`src/rtl/mmcm_drp_seq.sv`:
```
// MMCM/PLL DRP reconfiguration sequencer: holds the primitive in reset, read-modify-writes
// NUM_REGS table entries over DRP, then waits for LOCKED. Optional macro: LOCK_TIMEOUT_EN.
module mmcm_drp_seq #(
    parameter int NUM_REGS     = 23,
    parameter int LOCK_TIMEOUT = 65535,
    parameter int RST_HOLD     = 16
) (
    input  logic        clk,
    input  logic        rst,
    input  logic        start,
    output logic        busy,
    output logic        done,
    output logic        error,
    output logic [4:0]  tbl_idx,
    input  logic [6:0]  tbl_addr,
    input  logic [15:0] tbl_mask,
    input  logic [15:0] tbl_data,
    output logic [6:0]  daddr,
    output logic [15:0] di,
    output logic        den,
    output logic        dwe,
    input  logic [15:0] do_i,
    input  logic        drdy,
    output logic        pll_rst,
    input  logic        pll_locked
);
    typedef enum logic [2:0] {
        IDLE, HOLD, RD, RD_WAIT, WR, WR_WAIT, WAIT_LOCK, ERR
    } state_t;

    localparam logic [31:0] HOLD_INIT = 32'(RST_HOLD - 1);
    localparam logic [4:0]  LAST_IDX  = 5'(NUM_REGS - 1);
`ifdef LOCK_TIMEOUT_EN
    localparam logic [31:0] WDOG_LAST = 32'd31;
    localparam logic [31:0] LOCK_LAST = 32'(LOCK_TIMEOUT - 1);
`endif

    state_t      state_q, state_d;
    logic [31:0] cnt_q, cnt_d;
    logic [15:0] cap_q, cap_d;
    logic [15:0] di_q, di_d;
    logic [6:0]  daddr_q, daddr_d;
    logic [4:0]  idx_q, idx_d;
    logic        den_q, den_d, dwe_q, dwe_d;
    logic        busy_q, busy_d, done_q, done_d, error_q, error_d, prst_q, prst_d;

    // State and registered outputs
    always_ff @(posedge clk) begin
        if (rst) begin
            state_q <= IDLE;
            cnt_q   <= 32'd0;
            cap_q   <= 16'd0;
            di_q    <= 16'd0;
            daddr_q <= 7'd0;
            idx_q   <= 5'd0;
            den_q   <= 1'b0;
            dwe_q   <= 1'b0;
            busy_q  <= 1'b0;
            done_q  <= 1'b0;
            error_q <= 1'b0;
            prst_q  <= 1'b0;
        end else begin
            state_q <= state_d;
            cnt_q   <= cnt_d;
            cap_q   <= cap_d;
            di_q    <= di_d;
            daddr_q <= daddr_d;
            idx_q   <= idx_d;
            den_q   <= den_d;
            dwe_q   <= dwe_d;
            busy_q  <= busy_d;
            done_q  <= done_d;
            error_q <= error_d;
            prst_q  <= prst_d;
        end
    end

    // Next-state decode; start from ERR restarts exactly like start from IDLE
    always_comb begin
        state_d = state_q;
        case (state_q)
            IDLE:    if (start) state_d = HOLD; else state_d = IDLE;
            HOLD:    if (cnt_q == 32'd0) state_d = RD; else state_d = HOLD;
            RD:      state_d = RD_WAIT;
            RD_WAIT: begin
                if (drdy) state_d = WR;
`ifdef LOCK_TIMEOUT_EN
                else if (cnt_q == WDOG_LAST) state_d = ERR;
`endif
                else state_d = RD_WAIT;
            end
            WR:      state_d = WR_WAIT;
            WR_WAIT: begin
                if (drdy) state_d = (idx_q < LAST_IDX) ? RD : WAIT_LOCK;
`ifdef LOCK_TIMEOUT_EN
                else if (cnt_q == WDOG_LAST) state_d = ERR;
`endif
                else state_d = WR_WAIT;
            end
            WAIT_LOCK: begin
                if (pll_locked) state_d = IDLE;
`ifdef LOCK_TIMEOUT_EN
                else if (cnt_q == LOCK_LAST) state_d = ERR;
`endif
                else state_d = WAIT_LOCK;
            end
            ERR:     if (start) state_d = HOLD; else state_d = ERR;
            default: state_d = IDLE;
        endcase
    end

    // Output/datapath next values, derived from the current state and the chosen transition
    always_comb begin
        cnt_d   = cnt_q;
        cap_d   = cap_q;
        di_d    = di_q;
        daddr_d = daddr_q;
        idx_d   = idx_q;
        den_d   = 1'b0;
        dwe_d   = 1'b0;
        busy_d  = busy_q;
        done_d  = 1'b0;
        error_d = 1'b0;
        prst_d  = prst_q;
        case (state_q)
            IDLE, ERR: begin
                if (state_d == HOLD) begin
                    busy_d = 1'b1;
                    prst_d = 1'b1;
                    idx_d  = 5'd0;
                    cnt_d  = HOLD_INIT;
                end else begin
                    busy_d = 1'b0;
                end
            end
            HOLD: begin
                if (cnt_q != 32'd0) cnt_d = cnt_q - 32'd1; else cnt_d = 32'd0;
            end
            RD: begin
                den_d   = 1'b1;
                daddr_d = tbl_addr;
                cnt_d   = 32'd0;
            end
            RD_WAIT: begin
                if (drdy) cap_d = do_i; else cap_d = cap_q;
                cnt_d = cnt_q + 32'd1;
            end
            WR: begin
                den_d   = 1'b1;
                dwe_d   = 1'b1;
                daddr_d = tbl_addr;
                di_d    = (cap_q & tbl_mask) | (tbl_data & ~tbl_mask);
                cnt_d   = 32'd0;
            end
            WR_WAIT: begin
                if (state_d == RD) begin
                    idx_d = idx_q + 5'd1;
                end else if (state_d == WAIT_LOCK) begin
                    prst_d = 1'b0;
                    cnt_d  = 32'd0;
                end else begin
                    cnt_d = cnt_q + 32'd1;
                end
            end
            WAIT_LOCK: begin
                if (state_d == IDLE) begin
                    busy_d = 1'b0;
                    done_d = 1'b1;
                end else begin
                    cnt_d = cnt_q + 32'd1;
                end
            end
            default: begin
                busy_d = 1'b0;
            end
        endcase
        // Entering ERR drops the primitive reset and busy, and flags once
        if (state_d == ERR && state_q != ERR) begin
            error_d = 1'b1;
            busy_d  = 1'b0;
            prst_d  = 1'b0;
        end else begin
            error_d = 1'b0;
        end
    end

    assign busy    = busy_q;
    assign done    = done_q;
    assign error   = error_q;
    assign tbl_idx = idx_q;
    assign daddr   = daddr_q;
    assign di      = di_q;
    assign den     = den_q;
    assign dwe     = dwe_q;
    assign pll_rst = prst_q;
endmodule

```
`config.mk`:
```
export PLATFORM = sky130hd
export DESIGN_NAME = mmcm_drp_seq
export DESIGN_NICKNAME = d
export VERILOG_FILES = /design/src/rtl/mmcm_drp_seq.sv
export SDC_FILE = /design/constraint.sdc
export NUM_CORES = 1
export LEC_CHECK = 0
export CORE_MARGIN = 2
export CORE_UTILIZATION = 54
export CTS_BUF_LIST = sky130_fd_sc_hd__clkbuf_8
export DETAILED_ROUTE_END_ITERATION = 8
export GPL_TIMING_DRIVEN = 0
export PLACE_DENSITY = 0.87
export SLEW_MARGIN = 20
export SYNTH_ARGS = -nofsm -noshare
export SYNTH_HDL_FRONTEND = slang
export SYNTH_SLANG_ARGS = --single-unit
```
`constraint.sdc`:
```
create_clock -name clk -period 3.2 [get_ports clk]
set_input_delay 0.64 -clock clk [delete_from_list [all_inputs] [get_ports clk]]
set_output_delay 0.64 -clock clk [all_outputs]
set_load 0.05 [all_outputs]
```
* Yosys cells after proc, flatten, opt, wreduce, memory -nomap -nowiden
Cells that the tools add are included.
** Operators by class
- Equal/unequal tests :: 18
- Muxes and demuxes :: 28
- $add $sub $neg :: 3
- $lt $le $gt $ge :: 1
- Bitwise operators :: 5
- Reductions and logical operators :: 16
** Operators by type and width (count)
- $pmux W32 S6 :: 1
- $mux W32 :: 5
- $add A32 B1 Y32 const B :: 1
- $and A16 B16 Y16 :: 2
- $logic_not A32 Y1 :: 1
- $reduce_bool A32 Y1 :: 1
- $sub A32 B1 Y32 const B :: 1
- $pmux W3 S8 :: 1
- $eq A3 B3 Y1 const B :: 6
- $not A16 Y16 :: 1
- $or A16 B16 Y16 :: 1
- $mux W3 :: 5
- $ne A2 B2 Y1 const B :: 6
- $mux W1 :: 10
- $mux W5 :: 2
- $pmux W5 S2 :: 1
- $eq A3 B2 Y1 const B :: 3
- $reduce_or A2 Y1 :: 4
- $eq A3 B1 Y1 const B :: 2
- $logic_not A3 Y1 :: 2
- $reduce_and A3 Y1 :: 2
- $add A5 B1 Y5 const B :: 1
- $lt A5 B5 Y1 const B :: 1
- $pmux W1 S2 :: 2
- 7 further kinds :: 9
** Storage, ports and cells
- Output and inout bits :: 34
- Bits in registers :: 85
- Bits of input ports :: 60
- Logic and storage cells :: 83

* Depth between registers and ports, before layout
Gate-level depths: netlist of run 1.
- Depth after elaboration :: 8
- Mapped depth :: 10
- Mapped depth without buffers :: 8

* Least setup slack after synthesis of run 1
Ideal clock, no wire load.
- Path kind :: flip-flop to flip-flop
- From :: reg cnt_q[1]
- To :: reg cnt_q[30]
- Period minus slack after synthesis :: 2.398 ns
- Data required time :: 3.078 ns
- Library setup time :: 0.122 ns
- Cell stages (with the launch flop) :: 9
- Data arrival time :: 2.276 ns
- Path buffers :: 1
- Path slack :: 0.802 ns
- Cells stage by stage :: dfxtp_1 > ha_1 > nand3_1 > or4_1 > clkbuf_1 > nor4_1 > o31a_1 > nor3_1 > a311o_1
** On the way
- Word-level cells in the longest chain between the ends :: 7
- Elaborated cells between the ends (all ways) :: 19
- Those cells by class :: 2 x add/sub; 6 x eq/ne; 7 x mux; 4 x reduce/logical
** RTL lines
- start: declaration :: RTL line 39 : logic [31:0] cnt_q, cnt_d;
- start signal: assignment :: RTL line 64 : cnt_q <= cnt_d;
- parallel branches: the longest is 7 deep, another holds $add A32 B1 Y32
Parallel ways; which one is timed is not known. The select of a mux whose other input is x is not followed.
A chain may end at the register's enable or synchronous reset.

* Worst setup path after layout of run 1
- From :: in start
- To :: reg cnt_q[13]
** On the way
- Word-level cells in the longest chain between the ends :: 6
- Elaborated cells between the ends (all ways) :: 14
- Those cells by class :: 6 x eq/ne; 6 x mux; 2 x reduce/logical
** RTL lines
- start: declaration :: RTL line 10 : input logic start,
- $mux W1 or $mux W3 (tied branches) :: RTL line 82, 107
- $pmux W3 S8 (*) :: RTL line 81 : case (state_q)
- $eq A3 B3 Y1 :: RTL line 158 : end else if (state_d == WAIT_LOCK) begin
- $mux W32 :: RTL line 158
- $mux W32 :: RTL line 156 : if (state_d == RD) begin
- $pmux W32 S6 :: RTL line 125 : case (state_q)
Every way passes the cells marked *; elsewhere a longest branch is shown, timed or not. The select of a mux whose other input is x is not followed.

==> flow_summary.toml, run 1 <==
[worst_setup_path]
rr_endpoint = "cnt_q[13]$_SDFFE_PP0P_"
critPathMaxFanout = 10
reg2regPathDepth = 8
critPathLaunchType = "input port"
critPathCaptureType = "flip-flop"
cp_slowest_cell = "nor2_1"
path_cells = "clkdlybuf4s50_1 > and2_1 > a2111oi_0 > nor3_1 > nor2_1 > clkbuf_1 > o21ai_0 > o21ai_1"
crit_type = "in -> reg"
reg2reg_from = "state_q[0]$_SDFF_PP0_"
crit_required_ps = 3500
slowest_delay_ps = 730
cp.arrival_ps = 3550
ff2ff_setup_slack_ps = 210

[sta]
whs_ps = 464
tns_ps = -90.3
min_period_ps = 3250
worst_slack_ps = -49.8
finalClockSkew_ps = 10.3
max_freq_ghz = 0.308
worst_pin_slew_ps = 915
hold_viol_final = 0
drv_slew = 0
grt_setup_unrepaired = "yes"
period_share_pct = 102
slew_headroom_pct = 38.5
setup_viol = 3

[power]
p_total_mw = 4.17
power_frac_comb_pct = 49.3
internal-power_mw = 2.30
ir_drop_uv = 324
p_leak_nw = 2.10
power_frac_seq_pct = 31.1
powerDensity_nw_per_um2 = 678
swShare_pct = 44.8
p_clk_share_pct = 19.6
p_sw_mw = 1.86

[worst_hold_path]
hold_path_class = "reg -> reg"
hp-start = "busy$_SDFFE_PP0P_"
min_path_cells = 2
hold_end = "busy$_SDFFE_PP0P_"

[global_route]
grt_max_degree = 16
grt_use_total_pct = 30.9
grt_pass1_vias = 5354
grt_pass1_wl_um = 24900
grt.overflow.total = 0
antenna_found_initial = 0

[place]
dpl_cell_area_um2 = 5930
dp_hpwl_um = 10900
dp_cells = 826
dpl_worst_slack_ps = -289
numPortBuffers = 93
place.gp.congestion = 0.938

[cts]
clk_pin_slew_ps = 90
clock_path_buffers = 2
cts_tree = "built"
cts_buffers = 9
cts_resized = 0
postCtsSetupBuffers = 0
root_buffer = "clkbuf_8"
cts_hold_buf = 0
htree_num_levels = 3
clock_latency_ps = 370
cts.sink_count = 85

[final_layout]
antenna_cells = 0
final_area_um2 = 6140
layout-drive-gt1-share_pct = 5.45
finish.cell_count_without_fillers = 842
final_util_pct = 70.4
area_delta_synth_final_pct = 26.3
nets = 793

[floorplanning]
placeableCoreArea_um2 = 8720
die_x_um = 98.9
row_count = 34
start_util_pct = 55.8
die_area_um2 = 9780
ios = 94
die_h_um = 98.9

[synthesis]
synth_edf_count = 0
avgSynthCellArea_um2 = 7.78
synth_area_um2 = 4860
synth_warnings = 0
synthArstFlopShare_pct = 0
synth_cell_types = 71
ys.flop_type = "dfxtp_1"
yosysTopAreaCell = "dfxtp_1"
synth_top_area_share_pct = 35.0
synthCells = 625
syn_nets = 689
ys_ff_latch = 85
synth_area_leaders = "dfxtp_1, nand2_1, mux2i_1, a21oi_1, nor2_1"
seq_area_frac_synth_pct = 35.0

[drt]
drt-initial-drc-count = 432
ant_nets = 0
drc_errors = 0
num_vias = 5330
wl_um = 15100
firstDrtPassIters = 8
wl_per_cell_um = 17.9
viasPerCell = 6.33

[job]
max-cap-violations = 0

[status]
violations = "negative setup slack"
status = "complete, but fails checks"
per-layer routing:
layer,track usage (%),wire [um],vias up
met5,0,0,-
met4,13.0,295,0
met3,5.74,1360,34
met2,51.8,7410,285
met1,39.0,6030,2498
li1,-,-,2513
final cells by class:
cell class              instances  area [um2]
clock inverters                 6        70.1
repair buffers                 93         931
fillers                       684        2580
well taps                     108         135
clock buffers                  10         138
plain buffers                  48         211
multi-input cells             474        2890
inverters                      18        67.6
flip-flops and latches         85        1700
Yosys cell counts (6+ instances only):
cell type   n
dfxtp_1    85
nand2_1    78
nor2_1     60
a21oi_1    49
clkbuf_1   37
mux2i_1    29
nor3_1     25
a211oi_1   24
inv_1      18
nand3_1    18
o21ai_0    16
nor4_1     11
or3_1      10
o21ai_1     9
o22ai_1     9
a221oi_1    8
and2_1      8
nand4_1     8
and3_1      7
a31oi_1     6
buf_2       6
nand2b_1    6
cells in the final DEF, fill, tap and decap left out, types with 8 or more instances in the layout:
master | synthesis | layout
nor2_1 | 60 | 59
and2_1 | 8 | 8
or3_1 | 10 | 10
nor3_1 | 25 | 25
nand4_1 | 8 | 8
nor4_1 | 11 | 11
a211oi_1 | 24 | 24
clkdlybuf4s50_1 | 0 | 93
o21ai_1 | 9 | 9
a21oi_1 | 49 | 49
nand2_1 | 78 | 78
clkbuf_1 | 37 | 36
o21ai_0 | 16 | 16
nand3_1 | 18 | 18
o22ai_1 | 9 | 9
mux2i_1 | 29 | 29
dfxtp_1 | 85 | 85
clkbuf_8 | 0 | 10
a221oi_1 | 8 | 8
inv_1 | 18 | 18
power by group through the flow:
stage	sequential [mW]	clock [mW]	combinational [mW]
floorplan	1.39	0	1.33
global placement	1.31	0	1.91
detailed placement	1.31	0	1.97
CTS	1.29	0.817	1.99
global route	1.31	0.865	2.21
finish	1.30	0.816	2.05
worst max path at each step:
stage | slack [ps] | startpoint | cells past startpoint | to
after global placement | -270 | start | 8 | cnt_q[13]$_SDFFE_PP0P_
final | -50 | start | 8 | cnt_q[13]$_SDFFE_PP0P_
after floorplan | 800 | cnt_q[1]$_SDFFE_PP0P_ | 8 | cnt_q[30]$_SDFFE_PP0P_
after global routing | -110 | start | 8 | cnt_q[13]$_SDFFE_PP0P_
after detailed placement | -290 | start | 8 | cnt_q[13]$_SDFFE_PP0P_
after CTS | 60 | start | 8 | cnt_q[13]$_SDFFE_PP0P_
logic make-up (layout without fill, tap and decap cells):
kind of cell | count (synthesis) | count (layout) | synth area share (%)
mux | 29 | 29 | 5.97
xor+xnor | 6 | 6 | 1.08
compound gates | 178 | 178 | 25.4
simple gates | 256 | 256 | 25.7
flops | 85 | 85 | 35.0
fa+ha+maj | 4 | 4 | 1.03
buf+inv | 66 | 175 | 5.71
other cells | 1 | 1 | 0.0771
state kept, by name, summed over array words and instances (netlist names):
name and flops:
error 1, done 1, dwe 1, pll_rst 1, den 1, di 16
cnt_q 32, cap_q 16, state_q 3, daddr 7, tbl_idx 5, busy 1
worst max-delay path, delay by kind of cell:
family,cells,cell delay [ps]
buffers and inverters,2,1050
AOI/OAI and AO/OA,3,670
and+or+nand+nor,3,1180
Note: power is estimated with default switching activity, not from simulation.
==> inputs of run 2 (changes only) <==
--- a/config.mk
+++ b/config.mk
@@ -10,6 +10,7 @@
 export CTS_BUF_LIST = sky130_fd_sc_hd__clkbuf_8
 export DETAILED_ROUTE_END_ITERATION = 8
 export GPL_TIMING_DRIVEN = 0
+export MAX_ROUTING_LAYER = met4
 export PLACE_DENSITY = 0.87
 export SLEW_MARGIN = 20
 export SYNTH_ARGS = -nofsm -noshare
==> run 2 against run 1 <==
  * The flow now finishes without violations
  * Highest routed layer unchanged
  * Critical endpoint is now cnt_q[17]$_SDFFE_PP0P_
  * Via count increased by 1.3%
  * Setup slack improved by 72 ps
  * Critical path type unchanged
  * Clock-buffer cell count decreased by 1
  * Largest power group unchanged
  * First-iteration DRC count decreased by 7.2%
  * Clock power increased by 5.9%
  * Utilization increased by 0.26 points
  * Clock skew increased by 2.1 ps
  * Combinational power about the same
  * Global-route usage increased by 0.37 points
  * Sequential share of layout area decreased by 0.10 points
==> flow_summary.toml, run 2 (synthesis results as in run 1) <==
[status]
status = "completed"

[cts]
htree_num_levels = 3
clk_pin_slew_ps = 90
cts_resized = 1
clock_path_buffers = 2
cts.sink_count = 85
root_buffer = "clkbuf_8"
cts_tree = "built"
postCtsSetupBuffers = 0
cts_buffers = 9
clock_latency_ps = 370
cts_hold_buf = 0

[place]
numPortBuffers = 93
place.gp.congestion = 0.954
dpl_cell_area_um2 = 5930
dp_hpwl_um = 10700
dpl_worst_slack_ps = -297

[global_route]
grt_use_total_pct = 31.3
grt.overflow.total = 0
grt_pass1_vias = 5301
grt_max_degree = 16
antenna_found_initial = 0
grt_pass1_wl_um = 24500

[drt]
num_vias = 5400
ant_nets = 0
viasPerCell = 6.41
wl_um = 15100
wl_per_cell_um = 17.9
drt-initial-drc-count = 401
drc_errors = 0
firstDrtPassIters = 5

[sta]
period_share_pct = 99.3
finalClockSkew_ps = 12.4
max_freq_ghz = 0.315
setup_viol = 0
grt_setup_unrepaired = "yes"
worst_slack_ps = 21.9
min_period_ps = 3180
slew_headroom_pct = 43.8
drv_slew = 0
hold_viol_final = 0
worst_pin_slew_ps = 840

[job]
max-cap-violations = 0

[final_layout]
final_area_um2 = 6160
multi_input_area_um2 = 2890
final_common_cell = "clkdlybuf4s50_1"
antenna_cells = 0
layout-drive-gt1-share_pct = 5.59
area_delta_synth_final_pct = 26.7
nets = 793
largest_reg_flops = 32
final_util_pct = 70.7
regMostFlops = "cnt_q"
fill_cells = 667
layout_common_cells = "clkdlybuf4s50_1, dfxtp_1, nand2_1"
regArea_um2 = 1700

[worst_setup_path]
cp_slowest_cell = "clkdlybuf4s50_1"
crit_required_ps = 3450
crit_top_cell = "clkbuf_1"
path_cells = "clkdlybuf4s50_1 > nand2_1 > o311a_1 > nor2_1 > clkbuf_1 > clkbuf_1 > nor3_1 > o21ai_0 > mux2i_1"
crit_type = "in -> reg"
slowest_delay_ps = 560
critPathCaptureType = "flip-flop"
critPathMaxFanout = 10
cp.arrival_ps = 3420
critPathLaunchType = "input port"

[floorplanning]
placeableCoreArea_um2 = 8720
row_count = 34
start_util_pct = 55.8
die_x_um = 98.9
die_h_um = 98.9
ios = 94
die_area_um2 = 9780

[power]
powerDensity_nw_per_um2 = 686
p_leak_nw = 2.11
ir_drop_uv = 355

[worst_hold_path]
hold_path_class = "reg -> reg"
-- run 2: critical path: cells and delay by family --
kind            cells  cell delay (ps)
compound gates      2              640
mux                 1              120
simple gates        3              400
buf+inv             3             1600
-- run 2: stage by stage --
step           hold slack [ps]  power (mW)  cells  TNS [ps]
3_5_place_dp               449        3.28    826     -5560
6_report                   458        4.22    842         0
3_3_place_gp               443        3.22    826     -4460
2_1_floorplan              436        2.72    625         0
5_1_grt                    490        4.42    842     -53.9
4_1_cts                    461        4.15    842         0
-- run 2: area by class of cell --
| cell class | count | area share [%] |
|---|---|---|
| plain buffers | 48 | 3.43 |
| clock buffers | 9 | 2.01 |
| clock inverters | 7 | 1.60 |
| inverters | 18 | 1.10 |
| multi-input cells | 474 | 46.9 |
| flip-flops and latches | 85 | 27.6 |
| well taps | 108 | 2.19 |
| repair buffers | 93 | 15.1 |
-- run 2: layer usage --
layer	wire (um)	share of wire, %	vias up	global-route usage, %
met5	0	0	-	-
met4	407	2.7	0	13.9
met3	1420	9.4	55	6.24
met2	7270	48	308	50.6
met1	5960	40	2526	37.7
li1	-	-	2511	-
-- run 2: final timing paths --
| check | from | to | slack, ps | cells after the start |
|---|---|---|---|---|
| min | cap_q[2]$_SDFFE_PP0P_ | cap_q[2]$_SDFFE_PP0P_ | 460 | 2 |
| max | drdy | cnt_q[17]$_SDFFE_PP0P_ | 20 | 9 |
| max reg2reg | state_q[0]$_SDFF_PP0_ | cnt_q[17]$_SDFFE_PP0P_ | 180 | 9 |
| min reg2reg | cap_q[2]$_SDFFE_PP0P_ | cap_q[2]$_SDFFE_PP0P_ | 460 | 2 |
-- run 2: where the power goes --
part	internal [mW]	total [mW]	switching, mW	leakage (nW)
combinational	0.731	2.07	1.33	1.31
sequential	1.18	1.29	0.112	0.688
clock	0.445	0.864	0.419	0.109
total	2.36	4.22	1.87	2.11
==> inputs of run 3 (changes only) <==
--- a/config.mk
+++ b/config.mk
@@ -6,12 +6,12 @@
 export NUM_CORES = 1
 export LEC_CHECK = 0
 export CORE_MARGIN = 2
-export CORE_UTILIZATION = 54
+export CORE_UTILIZATION = 30
 export CTS_BUF_LIST = sky130_fd_sc_hd__clkbuf_8
 export DETAILED_ROUTE_END_ITERATION = 8
 export GPL_TIMING_DRIVEN = 0
 export MAX_ROUTING_LAYER = met4
-export PLACE_DENSITY = 0.87
+export PLACE_DENSITY = 0.55
 export SLEW_MARGIN = 20
 export SYNTH_ARGS = -nofsm -noshare
 export SYNTH_HDL_FRONTEND = slang
==> run 3 against run 2 <==
  * First-iteration DRC count grew 4.0%
  * Clock skew shrank 0.82 ps
  * Sequential share of layout area decreased by 0.51 points
  * Clock power down 5.6%
  * Maximum frequency is 4.6% higher
  * Wire length is 7.2% higher
  * Combinational power about the same
  * Hold slack gained 3.4 ps
  * Non-clock buffer count stayed put
  * Design area rose by 1.9%
  * Cell count is 13% higher
  * Critical path depth stayed put
  * Critical path type unchanged
  * Critical endpoint is now cnt_q[15]$_SDFFE_PP0P_
  * Largest cell class unchanged
==> flow_summary.toml, run 3 (synthesis results as in run 1) <==
[status]
status = "completed"

[place]
place.gp.congestion = 0.868
numPortBuffers = 93
dp_hpwl_um = 11800
dpl_cell_area_um2 = 6060

[floorplanning]
ios = 94
placeableCoreArea_um2 = 15900
die_area_um2 = 17200
row_count = 46
die_h_um = 131
die_x_um = 131
start_util_pct = 30.6

[global_route]
grt_max_degree = 17
grt_pass1_vias = 5166
grt.overflow.total = 0
antenna_found_initial = 0
grt_pass1_wl_um = 26100
grt_use_total_pct = 19.1

[worst_setup_path]
critPathLaunchType = "input port"
critPathMaxFanout = 10
cp_slowest_cell = "clkdlybuf4s50_1"
crit_type = "in -> reg"
critPathCaptureType = "flip-flop"
cp.arrival_ps = 3290
slowest_delay_ps = 550
crit_required_ps = 3450
path_cells = "clkdlybuf4s50_1 > nand2_1 > o311a_1 > nor2_1 > clkbuf_1 > clkbuf_1 > o21ai_0 > o21ai_0 > a21oi_1"

[drt]
firstDrtPassIters = 7
wl_um = 16100
wl_per_cell_um = 17.0
drt-initial-drc-count = 417
viasPerCell = 5.43
num_vias = 5156
drc_errors = 0
ant_nets = 0

[cts]
root_buffer = "clkbuf_8"
postCtsSetupBuffers = 0
cts_tree = "built"
cts_buffers = 9
cts.sink_count = 85
clock_latency_ps = 380
clock_path_buffers = 2
clk_pin_slew_ps = 100
htree_num_levels = 3

[final_layout]
antenna_cells = 0
final_common_cell = "clkdlybuf4s50_1"
final_util_pct = 39.5
nets = 793
layout_common_cells = "clkdlybuf4s50_1, dfxtp_1, nand2_1"
area_delta_synth_final_pct = 29.1
largest_reg_flops = 32
layout-drive-gt1-share_pct = 5.72
regMostFlops = "cnt_q"
final_area_um2 = 6280

[sta]
period_share_pct = 95.0
drv_slew = 0
slew_headroom_pct = 44.5
max_freq_ghz = 0.329
tns_ps = 0
min_period_ps = 3040
finalClockSkew_ps = 11.6
hold_viol_final = 0
setup_viol = 0
worst_pin_slew_ps = 825
grt_setup_unrepaired = "no"

[power]
p_clk_share_pct = 19.6
power_frac_comb_pct = 49.2
powerDensity_nw_per_um2 = 662
p_sw_mw = 1.87
swShare_pct = 45.1
power_frac_seq_pct = 31.2
p_leak_nw = 2.10
ir_drop_uv = 249
internal-power_mw = 2.28

[job]
max-cap-violations = 0

[worst_hold_path]
hold_path_class = "reg -> reg"
-- run 3: cell types whose count changed in the layout (fill, tap and decap cells not counted), sizes merged --
cell,delta
bufinv,-1
clkinv,+1
-- run 3: timing repair --
action | in CTS | in global routing
hold endpoints to repair | 0 | 0
gates resized for setup | 1 | 4
setup endpoints to repair | 1 | 18
cloned | 0 | 0
pin swaps | 0 | 0
hold buffers | 0 | 0
-- run 3: path summary, 6_finish.rpt --
path | start | depth (start not counted) | slack, ps | end
max | drdy | 9 | 160 | cnt_q[15]$_SDFFE_PP0P_
min | cap_q[6]$_SDFFE_PP0P_ | 2 | 460 | cap_q[6]$_SDFFE_PP0P_
min reg2reg | cap_q[6]$_SDFFE_PP0P_ | 2 | 460 | cap_q[6]$_SDFFE_PP0P_
max reg2reg | cnt_q[8]$_SDFFE_PP0P_ | 8 | 230 | cnt_q[7]$_SDFFE_PP0P_
-- run 3: power groups by stage --
stage / combinational, mW / clock [mW] / sequential [mW]
CTS: 2.01 / 0.842 / 1.29
global placement: 1.98 / 0 / 1.31
floorplan: 1.33 / 0 / 1.39
finish: 2.04 / 0.816 / 1.30
global route: 2.22 / 0.884 / 1.32
detailed placement: 2.00 / 0 / 1.32
-- run 3: metrics by stage --
| step | total power, mW | std cells | hold slack (ps) | worst slack, ps |
|---|---|---|---|---|
| floorplan | 2.72 | 625 | 436 | 802 |
| global placement | 3.29 | 934 | 446 | -432 |
| detailed placement | 3.32 | 934 | 450 | -410 |
| CTS | 4.15 | 950 | 463 | 96.9 |
| global route | 4.42 | 950 | 495 | 10.6 |
| finish | 4.16 | 950 | 461 | 161 |
-- run 3: final cells by class --
type,instances,area (um2)
Clock inverter,7,80.1
Clock buffer,9,124
Sequential cell,85,1700
Fill cell,1668,9610
Multi-Input combinational cell,474,2890
Buffer,48,211
Inverter,18,67.6
Tap cell,216,270
Timing Repair Buffer,93,931
-- run 3: worst max-delay path: cells and delay by family --
family	cells	cell delay, ps
AO/OA/AOI/OAI	4	780
buffers and inverters	3	1580
AND/OR/NAND/NOR	2	280
-- run 3: metal layers --
metal / share of wire (%) / global-route usage [%] / vias up
met2: 49 / 31.1 / 181
met4: 2.3 / 7.91 / 0
met5: 0 / - / -
met3: 5.2 / 3.05 / 29
met1: 44 / 23.6 / 2424
li1: - / - / 2522
